==> config.mk <==
export PLATFORM = sky130hd
export DESIGN_NAME = pipe_stage_skid
export DESIGN_NICKNAME = d
export VERILOG_FILES = /design/src/rtl/pipe_stage_skid.sv
export SDC_FILE = /design/constraint.sdc
export NUM_CORES = 1
export LEC_CHECK = 0
export ABC_AREA = 1
export BUFFER_PORTS_ARGS = -buffer_cell sky130_fd_sc_hd__buf_4
export CAP_MARGIN = 20
export CORE_MARGIN = 2
export CORE_UTILIZATION = 59
export CTS_CLUSTER_DIAMETER = 50
export DETAILED_ROUTE_END_ITERATION = 6
export GPL_TIMING_DRIVEN = 0
export PLACE_DENSITY = 0.88
export SETUP_SLACK_MARGIN = 0.15
export SKIP_LAST_GASP = 1
export SYNTH_ARGS = -nofsm -noshare
export SYNTH_HDL_FRONTEND = slang
export SYNTH_SLANG_ARGS = --single-unit
==> constraint.sdc <==
create_clock -name clk -period 4.3 [get_ports clk]
set_input_delay 0.86 -clock clk [delete_from_list [all_inputs] [get_ports clk]]
set_output_delay 0.86 -clock clk [all_outputs]
set_load 0.05 [all_outputs]
==> src/rtl/pipe_stage_skid.sv <==
// Pipeline stage register with valid/ready handshake, one-entry skid buffer,
// synchronous flush, NOP insertion on empty slots and a saturating bubble counter.
module pipe_stage_skid #(
    parameter int unsigned CTRL_W     = 9,
    parameter int unsigned DATA_W     = 111,
    parameter bit          CLEAR_DATA = 1'b1,
    parameter int unsigned BUB_W      = 16
) (
    input  logic              clk,
    input  logic              reset,
    input  logic              flush,
    input  logic              in_valid,
    output logic              in_ready,
    input  logic [CTRL_W-1:0] in_ctrl,
    input  logic [DATA_W-1:0] in_data,
    output logic              out_valid,
    input  logic              out_ready,
    output logic [CTRL_W-1:0] out_ctrl,
    output logic [DATA_W-1:0] out_data,
    output logic [1:0]        occupancy,
    output logic [BUB_W-1:0]  bubble_cnt
);

    typedef enum logic [1:0] {
        ST_EMPTY = 2'd0,
        ST_FULL  = 2'd1,
        ST_SKID  = 2'd2
    } state_t;

    localparam logic [BUB_W-1:0] BUB_MAX = '1;

    state_t              state_reg;
    state_t              state_next;
    logic                in_ready_reg;
    logic                out_valid_reg;
    logic [1:0]          occupancy_reg;
    logic [CTRL_W-1:0]   main_ctrl_reg;
    logic [DATA_W-1:0]   main_data_reg;
    logic [CTRL_W-1:0]   skid_ctrl_reg;
    logic [DATA_W-1:0]   skid_data_reg;
    logic [BUB_W-1:0]    bubble_cnt_reg;
    logic                push;
    logic                pop;

    assign push = in_valid & in_ready_reg;
    assign pop  = out_valid_reg & out_ready;

    always_comb begin
        state_next = state_reg;
        if (flush) begin
            state_next = ST_EMPTY;
        end else begin
            case (state_reg)
                ST_EMPTY: if (push) state_next = ST_FULL;
                ST_FULL: begin
                    if (push && !pop)      state_next = ST_SKID;
                    else if (!push && pop) state_next = ST_EMPTY;
                end
                ST_SKID:  if (pop) state_next = ST_FULL;
                default:  state_next = ST_EMPTY;
            endcase
        end
    end

    // Handshake flags are registered from the next state, so in_ready never
    // sees out_ready combinationally.
    always_ff @(posedge clk or negedge reset) begin
        if (!reset) begin
            state_reg      <= ST_EMPTY;
            in_ready_reg   <= 1'b1;
            out_valid_reg  <= 1'b0;
            occupancy_reg  <= 2'd0;
            main_ctrl_reg  <= '0;
            main_data_reg  <= '0;
            skid_ctrl_reg  <= '0;
            skid_data_reg  <= '0;
            bubble_cnt_reg <= '0;
        end else begin
            state_reg     <= state_next;
            in_ready_reg  <= (state_next != ST_SKID);
            out_valid_reg <= (state_next != ST_EMPTY);
            case (state_next)
                ST_FULL: occupancy_reg <= 2'd1;
                ST_SKID: occupancy_reg <= 2'd2;
                default: occupancy_reg <= 2'd0;
            endcase

            if (!out_valid_reg && bubble_cnt_reg != BUB_MAX)
                bubble_cnt_reg <= bubble_cnt_reg + BUB_W'(1);

            if (flush) begin
                main_ctrl_reg <= '0;
                skid_ctrl_reg <= '0;
                if (CLEAR_DATA) begin
                    main_data_reg <= '0;
                    skid_data_reg <= '0;
                end
            end else begin
                case (state_reg)
                    ST_EMPTY: begin
                        if (push) begin
                            main_ctrl_reg <= in_ctrl;
                            main_data_reg <= in_data;
                        end
                    end
                    ST_FULL: begin
                        if (push && pop) begin
                            main_ctrl_reg <= in_ctrl;
                            main_data_reg <= in_data;
                        end else if (push) begin
                            skid_ctrl_reg <= in_ctrl;
                            skid_data_reg <= in_data;
                        end else if (pop) begin
                            // Emptied slot presents a NOP
                            main_ctrl_reg <= '0;
                            if (CLEAR_DATA) main_data_reg <= '0;
                        end
                    end
                    ST_SKID: begin
                        if (pop) begin
                            main_ctrl_reg <= skid_ctrl_reg;
                            main_data_reg <= skid_data_reg;
                            skid_ctrl_reg <= '0;
                            if (CLEAR_DATA) skid_data_reg <= '0;
                        end
                    end
                    default: ;
                endcase
            end
        end
    end

    assign in_ready   = in_ready_reg;
    assign out_valid  = out_valid_reg;
    assign out_ctrl   = main_ctrl_reg;
    assign out_data   = main_data_reg;
    assign occupancy  = occupancy_reg;
    assign bubble_cnt = bubble_cnt_reg;

endmodule
==> results.md, run 1 <==
* Post-synthesis cell count at 1613
* CP required at 4710 ps
* Clock buffer depth at 3
* Arrival @ worst endpoint at 2940 ps
* Post-Route WL at 33.9 mm
* Area growth syn-to-layout at 28.4%
* R2r endpoint: skid_data_reg[50]
* Worst Skew at 20.1 ps
* Starting DRT DRC Count at 787
* Max_cap viols at 0
* Filler cell count at 1478
* Setup crit start kind: register
* Fin nets at 2042
* Die height at 147 um
* Worst-Skew Late Latency at 560 ps
* Power Density at 598 mW/mm^2
* Post-CTS sizing at 0
* TritonRoute pass-1 iters at 7
* Ports at 265
* Detailed placement HPWL at 22.7 mm
* # setup viols final at 0
* Core ar. at 0.0201 mm^2
* Place WS at 1580 ps
* Total clock buffers created by CTS at 31
* Via count of the first global-routing pass at 11200
* Vias per cell at 5.26
* Yosys reg bits at 262
* Fin crit period at 2530 ps
* Simple-gate portion of the synthesized area at 34.5%
* Avg Cell Area, Syn at 7.43 um^2
* Slew @ Worst Pin at 751 ps
* Post-CTS Setup Repair Bufs at 0
* Met2 routed WL at 16.2 mm
* WL met3 at 2.43 mm
* Sequential Power Share at 36.4%
* Synth Area in XOR/XNOR at 0.585%
* Count of final hold-check violations at 0
* CTS H-Tree Depth at 1
* Compound-Gate Fraction of Synth Area at 5.51%
* Post-CTS Hold Buffers at 0
* Share of post-route cells with drive strength above 1 at 19.1%
* P_int at 5440 uW
* Worst reg-to-reg setup slack at 1770 ps
* Overflow after GRT at 0
* Global-route wire length before repair at 54.7 mm
* Synth top area cells: dfrtp_1 54%, nand2_1 33%, o21ai_0 5.4%, buf_2 2.0%, clkbuf_1 1.2%
* Main combinational cell family by area after synthesis: simple AND/OR/NAND/NOR gates
* Std-Cell Rows at 52
* Vias at 11600
* Unique masters post-synth at 18
* Post-Syn Nets at 1743
* Switching Fraction at 40.8%
* Mux share of post-synthesis cell area at 0%
* Critical Path Sink Type: register
* Max VDD drop at 0.000349 V
* GRT Util Overall at 31.2%
* Status: completed
* Sinks on the clock net at 262
* Combinational Power Share at 35.2%
* Cell Area, Synth at 0.0120 mm^2
* Register area share after synthesis at 54.7%
* TNS Setup at 0 ps
* Port bufs at 264
* Slew HR at 50.0%
* Post-synthesis adder-cell area fraction at 0.522%
* Starting Density at 59.6%
* Yosys top cell by area: dfrtp_1
* NetSw at 3760 uW
* Clk pwr share at 28.3%
* R2R cell count at 8
* Met1 WL at 13.7 mm
* R2R Path Start: state_reg[0]
* Share of the synthesized area in the top cell type at 54.5%
* Critical Path Fanout Max at 10
* Diodes inserted at 0
* WS Path Type: reg2reg
* Root buf cell: clkbuf_16
* Antenna violations before repair at 0
* Largest net degree at the start of global routing at 114
* DRC at 0
* Max Slew Vio Count at 0
* Routability-driven placement congestion ratio at 0.856
* Chip width at 147 um
* Final WS setup at 1770 ps
* Worst min path class: in2async
* Post-detailed-route count of antenna-violating nets at 0
* CTS tree: built
* RSZ-0062 raised after global routing: false
* Highest routed layer: met4
* P_leak at 0.00857 uW
* Synthesis warning total at 0
* Die Area at 0.0215 mm^2
* Clock transition at path regs at 60 ps
* F_max at 395 MHz
* Routed wire per std cell at 15.4 um
* Period utilisation layout at 58.9%
[metal layers]
metal | vias to the layer above | global-route usage, %
met5 | - | 0
met4 | 0 | 13.3
met3 | 97 | 4.88
met2 | 513 | 51.5
met1 | 5423 | 41.5
li1 | 5553 | -
[power groups by stage]
| stage | clock network (uW) | registers (uW) | logic (uW) |
|---|---|---|---|
| finish | 2610 | 3350 | 3240 |
| global route | 2730 | 3410 | 3490 |
| CTS | 2620 | 3340 | 3230 |
| detailed placement | 0 | 3370 | 3210 |
| global placement | 0 | 3350 | 3130 |
| floorplan | 0 | 4340 | 1120 |
[cell usage in the layout (no fill, tap or decap), types with 2 or more instances in the layout]
master	count
nand4_1	2
clkinv_2	4
clkbuf_8	5
o21ai_0	130
clkbuf_1	43
a21oi_1	2
ha_1	5
clkbuf_16	31
nand2_2	2
clkinv_4	2
inv_6	5
inv_1	23
buf_4	263
nand3_1	24
nand2_1	1038
buf_1	5
bufinv_16	2
dfrtp_1	261
buf_2	49
xor2_1	7
nor2_1	22
buf_16	2
[kinds of logic after synthesis]
logic type,count (synthesis)
flops,262
compound gates,132
buf+inv,116
fa+ha+maj,5
xor+xnor,8
simple gates,1090
[cell type report]
| type | instances | area, um^2 | area share, % |
|---|---|---|---|
| Timing Repair Buffer | 266 | 2040 | 13.3 |
| Sequential cell | 262 | 6560 | 42.6 |
| Buffer | 93 | 410 | 2.67 |
| Inverter | 23 | 86.3 | 0.561 |
| Clock inverter | 15 | 160 | 1.04 |
| Clock buffer | 40 | 860 | 5.59 |
| Multi-Input combinational cell | 1235 | 4930 | 32.1 |
| Tap cell | 270 | 338 | 2.20 |
[synth_stat cells]
library cell and instances:
nand2_2 2, xnor2_1 1, buf_1 5, a21oi_1 2
nand2_1 1038, nor3_2 1, o21ai_0 130, buf_2 49
nand4_1 2, dfrtp_1 261, clkbuf_1 39, nand3_1 24
ha_1 5, nor2_1 22, inv_1 23, xor2_1 7
dfstp_2 1, nor3_1 1
[how the worst max path moves through the flow]
stage / startpoint / endpoint / slack (ps) / cells past startpoint
2_1_floorplan: out_ready / out_ctrl[0] / 2350 / 9
3_3_place_gp: reset / out_data[26] / 260 / 1
3_5_place_dp: out_ready / out_data[83] / 1580 / 11
4_1_cts: state_reg[0] / skid_data_reg[97] / 1820 / 8
5_1_grt: state_reg[0] / skid_data_reg[50] / 1640 / 8
6_report: state_reg[0] / skid_data_reg[50] / 1770 / 8
[per-stage QoR]
step                total power [uW]  util (%)  cell area, um^2  hold slack, ps  cells
global placement                6470      71.2            14300             456   2147
floorplan                       5460         -            12000             453   1613
global route                    9630      76.5            15400             203   2204
detailed placement              6580      71.5            14400             460   2149
finish                          9200      76.5            15400             183   2204
CTS                             9200      76.5            15400             189   2204
[critical path, stage by stage (launching register included)]
cell      delay [ps]
dfrtp_1          380
inv_1             90
ha_1             290
nor2_1           380
nand2_1          100
nand3_1          260
buf_2            360
clkbuf_1         350
o21ai_0          170
Note: power is estimated with default switching activity, not from simulation.
==> run 2: changes to the inputs <==
--- a/config.mk
+++ b/config.mk
@@ -5,15 +5,15 @@
 export SDC_FILE = /design/constraint.sdc
 export NUM_CORES = 1
 export LEC_CHECK = 0
-export ABC_AREA = 1
+export ABC_AREA = 0
 export BUFFER_PORTS_ARGS = -buffer_cell sky130_fd_sc_hd__buf_4
 export CAP_MARGIN = 20
 export CORE_MARGIN = 2
-export CORE_UTILIZATION = 59
+export CORE_UTILIZATION = 54
 export CTS_CLUSTER_DIAMETER = 50
 export DETAILED_ROUTE_END_ITERATION = 6
 export GPL_TIMING_DRIVEN = 0
-export PLACE_DENSITY = 0.88
+export PLACE_DENSITY = 0.82
 export SETUP_SLACK_MARGIN = 0.15
 export SKIP_LAST_GASP = 1
 export SYNTH_ARGS = -nofsm -noshare
==> constraint.sdc (replaced) <==
create_clock -name clk -period 2.5 [get_ports clk]
set_input_delay 0.5 -clock clk [delete_from_list [all_inputs] [get_ports clk]]
set_output_delay 0.5 -clock clk [all_outputs]
set_load 0.05 [all_outputs]
==> run 2 against run 1 <==
  * The flow now finishes with violations (design-rule violations)
  * Final cell count fell by 26%
  * Maximum frequency rose by 13%
  * Via count fell by 17%
  * Highest routed layer unchanged
==> results.md, run 2 <==
* Starting Density at 55.1%
* Diodes inserted at 0
* Synth top area cells: dfrtp_1 59%, o2bb2ai_1 9.4%, nand2_1 8.2%, a22oi_1 8.1%, o21ai_0 4.1%
* Worst min path class: in2reg
* Ports at 265
* Filler cell count at 1461
* Post-Route WL at 31.6 mm
* Power Density at 920 mW/mm^2
* Post-synthesis cell count at 1048
* Arrival @ worst endpoint at 2700 ps
* Share of post-route cells with drive strength above 1 at 28.3%
* Post-detailed-route count of antenna-violating nets at 0
* Antenna violations before repair at 0
* Starting DRT DRC Count at 695
* Synthesis warning total at 0
* Post-synthesis adder-cell area fraction at 0.651%
* Max_cap viols at 0
* CTS tree: built
* Commonest non-fill, non-tap cells in the layout: 267 x buf_4, 261 x dfrtp_1, 245 x nand2_1
* # setup viols final at 0
* Post-Syn Nets at 1178
* Final cell count without fillers at 1637
* GRT Util Overall at 28.7%
* Fin Hold WS at 207 ps
* F_max at 445 MHz
* Register area share after synthesis at 58.8%
* Final WS setup at 251 ps
* Core ar. at 0.0202 mm^2
* Ys async rst share at 100%
* Period utilisation layout at 90.0%
* Root buf cell: clkbuf_16
* Sinks on the clock net at 262
* Via count of the first global-routing pass at 9491
* Worst Skew at 12.4 ps
* Count of final hold-check violations at 0
* Total clock buffers created by CTS at 28
* Critical Path Sink Type: register
* Placed Cells at 1583
* Top cells by count, synth: 261 x dfrtp_1, 245 x nand2_1, 121 x a22oi_1
* Mux share of post-synthesis cell area at 0.101%
* Leading cell type in the layout, fill and taps excluded: buf_4
* Fin crit period at 2250 ps
* Design Area, Final at 0.0145 mm^2
* Area growth syn-to-layout at 30.4%
* CP required at 2950 ps
* Vias at 9666
* Cell Area, Synth at 0.0112 mm^2
* Main synth FF type: dfrtp_1
* Unique masters post-synth at 40
* Synth Area in XOR/XNOR at 1.18%
* Largest net degree at the start of global routing at 121
* Slew @ Worst Pin at 803 ps
* Core Util, Final at 71.9%
* Avg Cell Area, Syn at 10.6 um^2
* Clock buffer depth at 3
* Simple-gate portion of the synthesized area at 10.6%
* Routed wire per std cell at 19.3 um
* Critical Path Fanout Max at 10
* Clock transition at path regs at 60 ps
* Port bufs at 263
* WS Path Type: reg2reg
* Std-Cell Rows at 52
* Status: finished with violations
* Failing checks: design-rule violations
* Max VDD drop at 0.000586 V
* Number of synthesized flops with an enable pin at 0
* CTS H-Tree Depth at 1
* Chip width at 148 um
* Placed cell area at 0.0135 mm^2
* Main combinational cell family by area after synthesis: compound AO/OA/AOI/OAI gates
* P_leak at 0.00700 uW
* Vias per cell at 5.90
* DRC at 1
* Die height at 148 um
* Detailed placement HPWL at 21.4 mm
* TritonRoute pass-1 iters at 7
* RSZ-0062 raised after global routing: true
* Die Area at 0.0218 mm^2
* Yosys top cell by area: dfrtp_1
* Compound-Gate Fraction of Synth Area at 24.0%
* Overflow after GRT at 0
* Count leader, synth: dfrtp_1
* Worst-Skew Late Latency at 540 ps
* Slew HR at 46.0%
* Max Slew Vio Count at 0
* Yosys reg bits at 262
* Share of the synthesized area in the top cell type at 58.6%
* Routability-driven placement congestion ratio at 0.878
* Fin nets at 1477
* Global-route wire length before repair at 50.7 mm
* Setup crit start kind: register
* Place WS at -123 ps
==> run 2: changes by cell type after synthesis, sizes merged, moves of 8 or more <==
cell,previous run,this run
a22oi,0,122
inv,23,4
nand2,1040,245
nand3,24,10
nor2,22,7
o21ai,130,122
o2bb2ai,0,120
==> run 2: cell families (layout without fill, tap and decap cells) <==
kind of cell | after synthesis | in the layout
AOI/OAI and AO/OA | 376 | 376
xor gates and xnor gates | 15 | 15
adders and majority gates | 6 | 6
buffers and inverters | 98 | 417
DFF | 262 | 262
muxes | 1 | 1
and+or+nand+nor | 290 | 290
==> run 2: critical path, cell delays in order (launching register included) <==
cell and delay (ps):
dfrtp_1 400, inv_1 100, ha_1 140, buf_2 170, and2_1 190, clkbuf_2 360
clkbuf_1 470, a22oi_1 170, o2bb2ai_1 170
==> run 2: per-stage QoR <==
| stage | power [uW] | setup TNS [ps] |
|---|---|---|
| 6_report | 13400 | 0 |
| 2_1_floorplan | 7730 | 0 |
| 4_1_cts | 13400 | 0 |
| 5_1_grt | 13900 | 0 |
| 3_5_place_dp | 9150 | -10960 |
| 3_3_place_gp | 9040 | -315770 |
==> run 2: metal layers <==
| metal | GRT usage [%] | wire length (um) | vias up |
|---|---|---|---|
| met2 | 46.4 | 15000 | 375 |
| met1 | 39.0 | 13200 | 4818 |
| li1 | - | - | 4399 |
| met3 | 6.08 | 2380 | 74 |
| met4 | 10.0 | 1120 | 0 |
| met5 | 0 | 0 | - |
==> run 2: where the power goes <==
part / total (uW) / internal [uW] / switching (uW)
Clock: 4250 / 2580 / 1670
Combinational: 3880 / 1220 / 2670
Sequential: 5250 / 4830 / 417
==> run 2: area by class of cell <==
type                       instances  area (um^2)  share of cell area (%)
buffer                            94          529                    3.64
clock buffer                      42          823                    5.66
clock inverter                     8          131                   0.903
inverter                           4         15.0                   0.103
multi-input combinational        688         4080                    28.1
sequential                       262         6560                    45.1
tap                              270          338                    2.32
timing repair buffer             269         2070                    14.2
==> run 2: final timing paths <==
kind                            slack (ps)           endpoint  cells after the start         startpoint
worst min-delay path                   210  skid_data_reg[73]                      3        in_data[73]
worst max register to register         250       out_data[26]                      8       state_reg[0]
worst min register to register         480  skid_data_reg[60]                      2  skid_data_reg[60]
max in group asynchronous             1190       out_data[73]                      3              reset
worst max-delay path                   250       out_data[26]                      8       state_reg[0]
min in group asynchronous              420  skid_data_reg[38]                      2              reset
==> run 2: repair_timing <==
item                       CTS  global route
setup endpoints to repair  200           204
buffers inserted             0             3
hold buffers                 1             0
hold endpoints to repair    33             0
gates resized for setup      5            34
pin swaps                    1             1
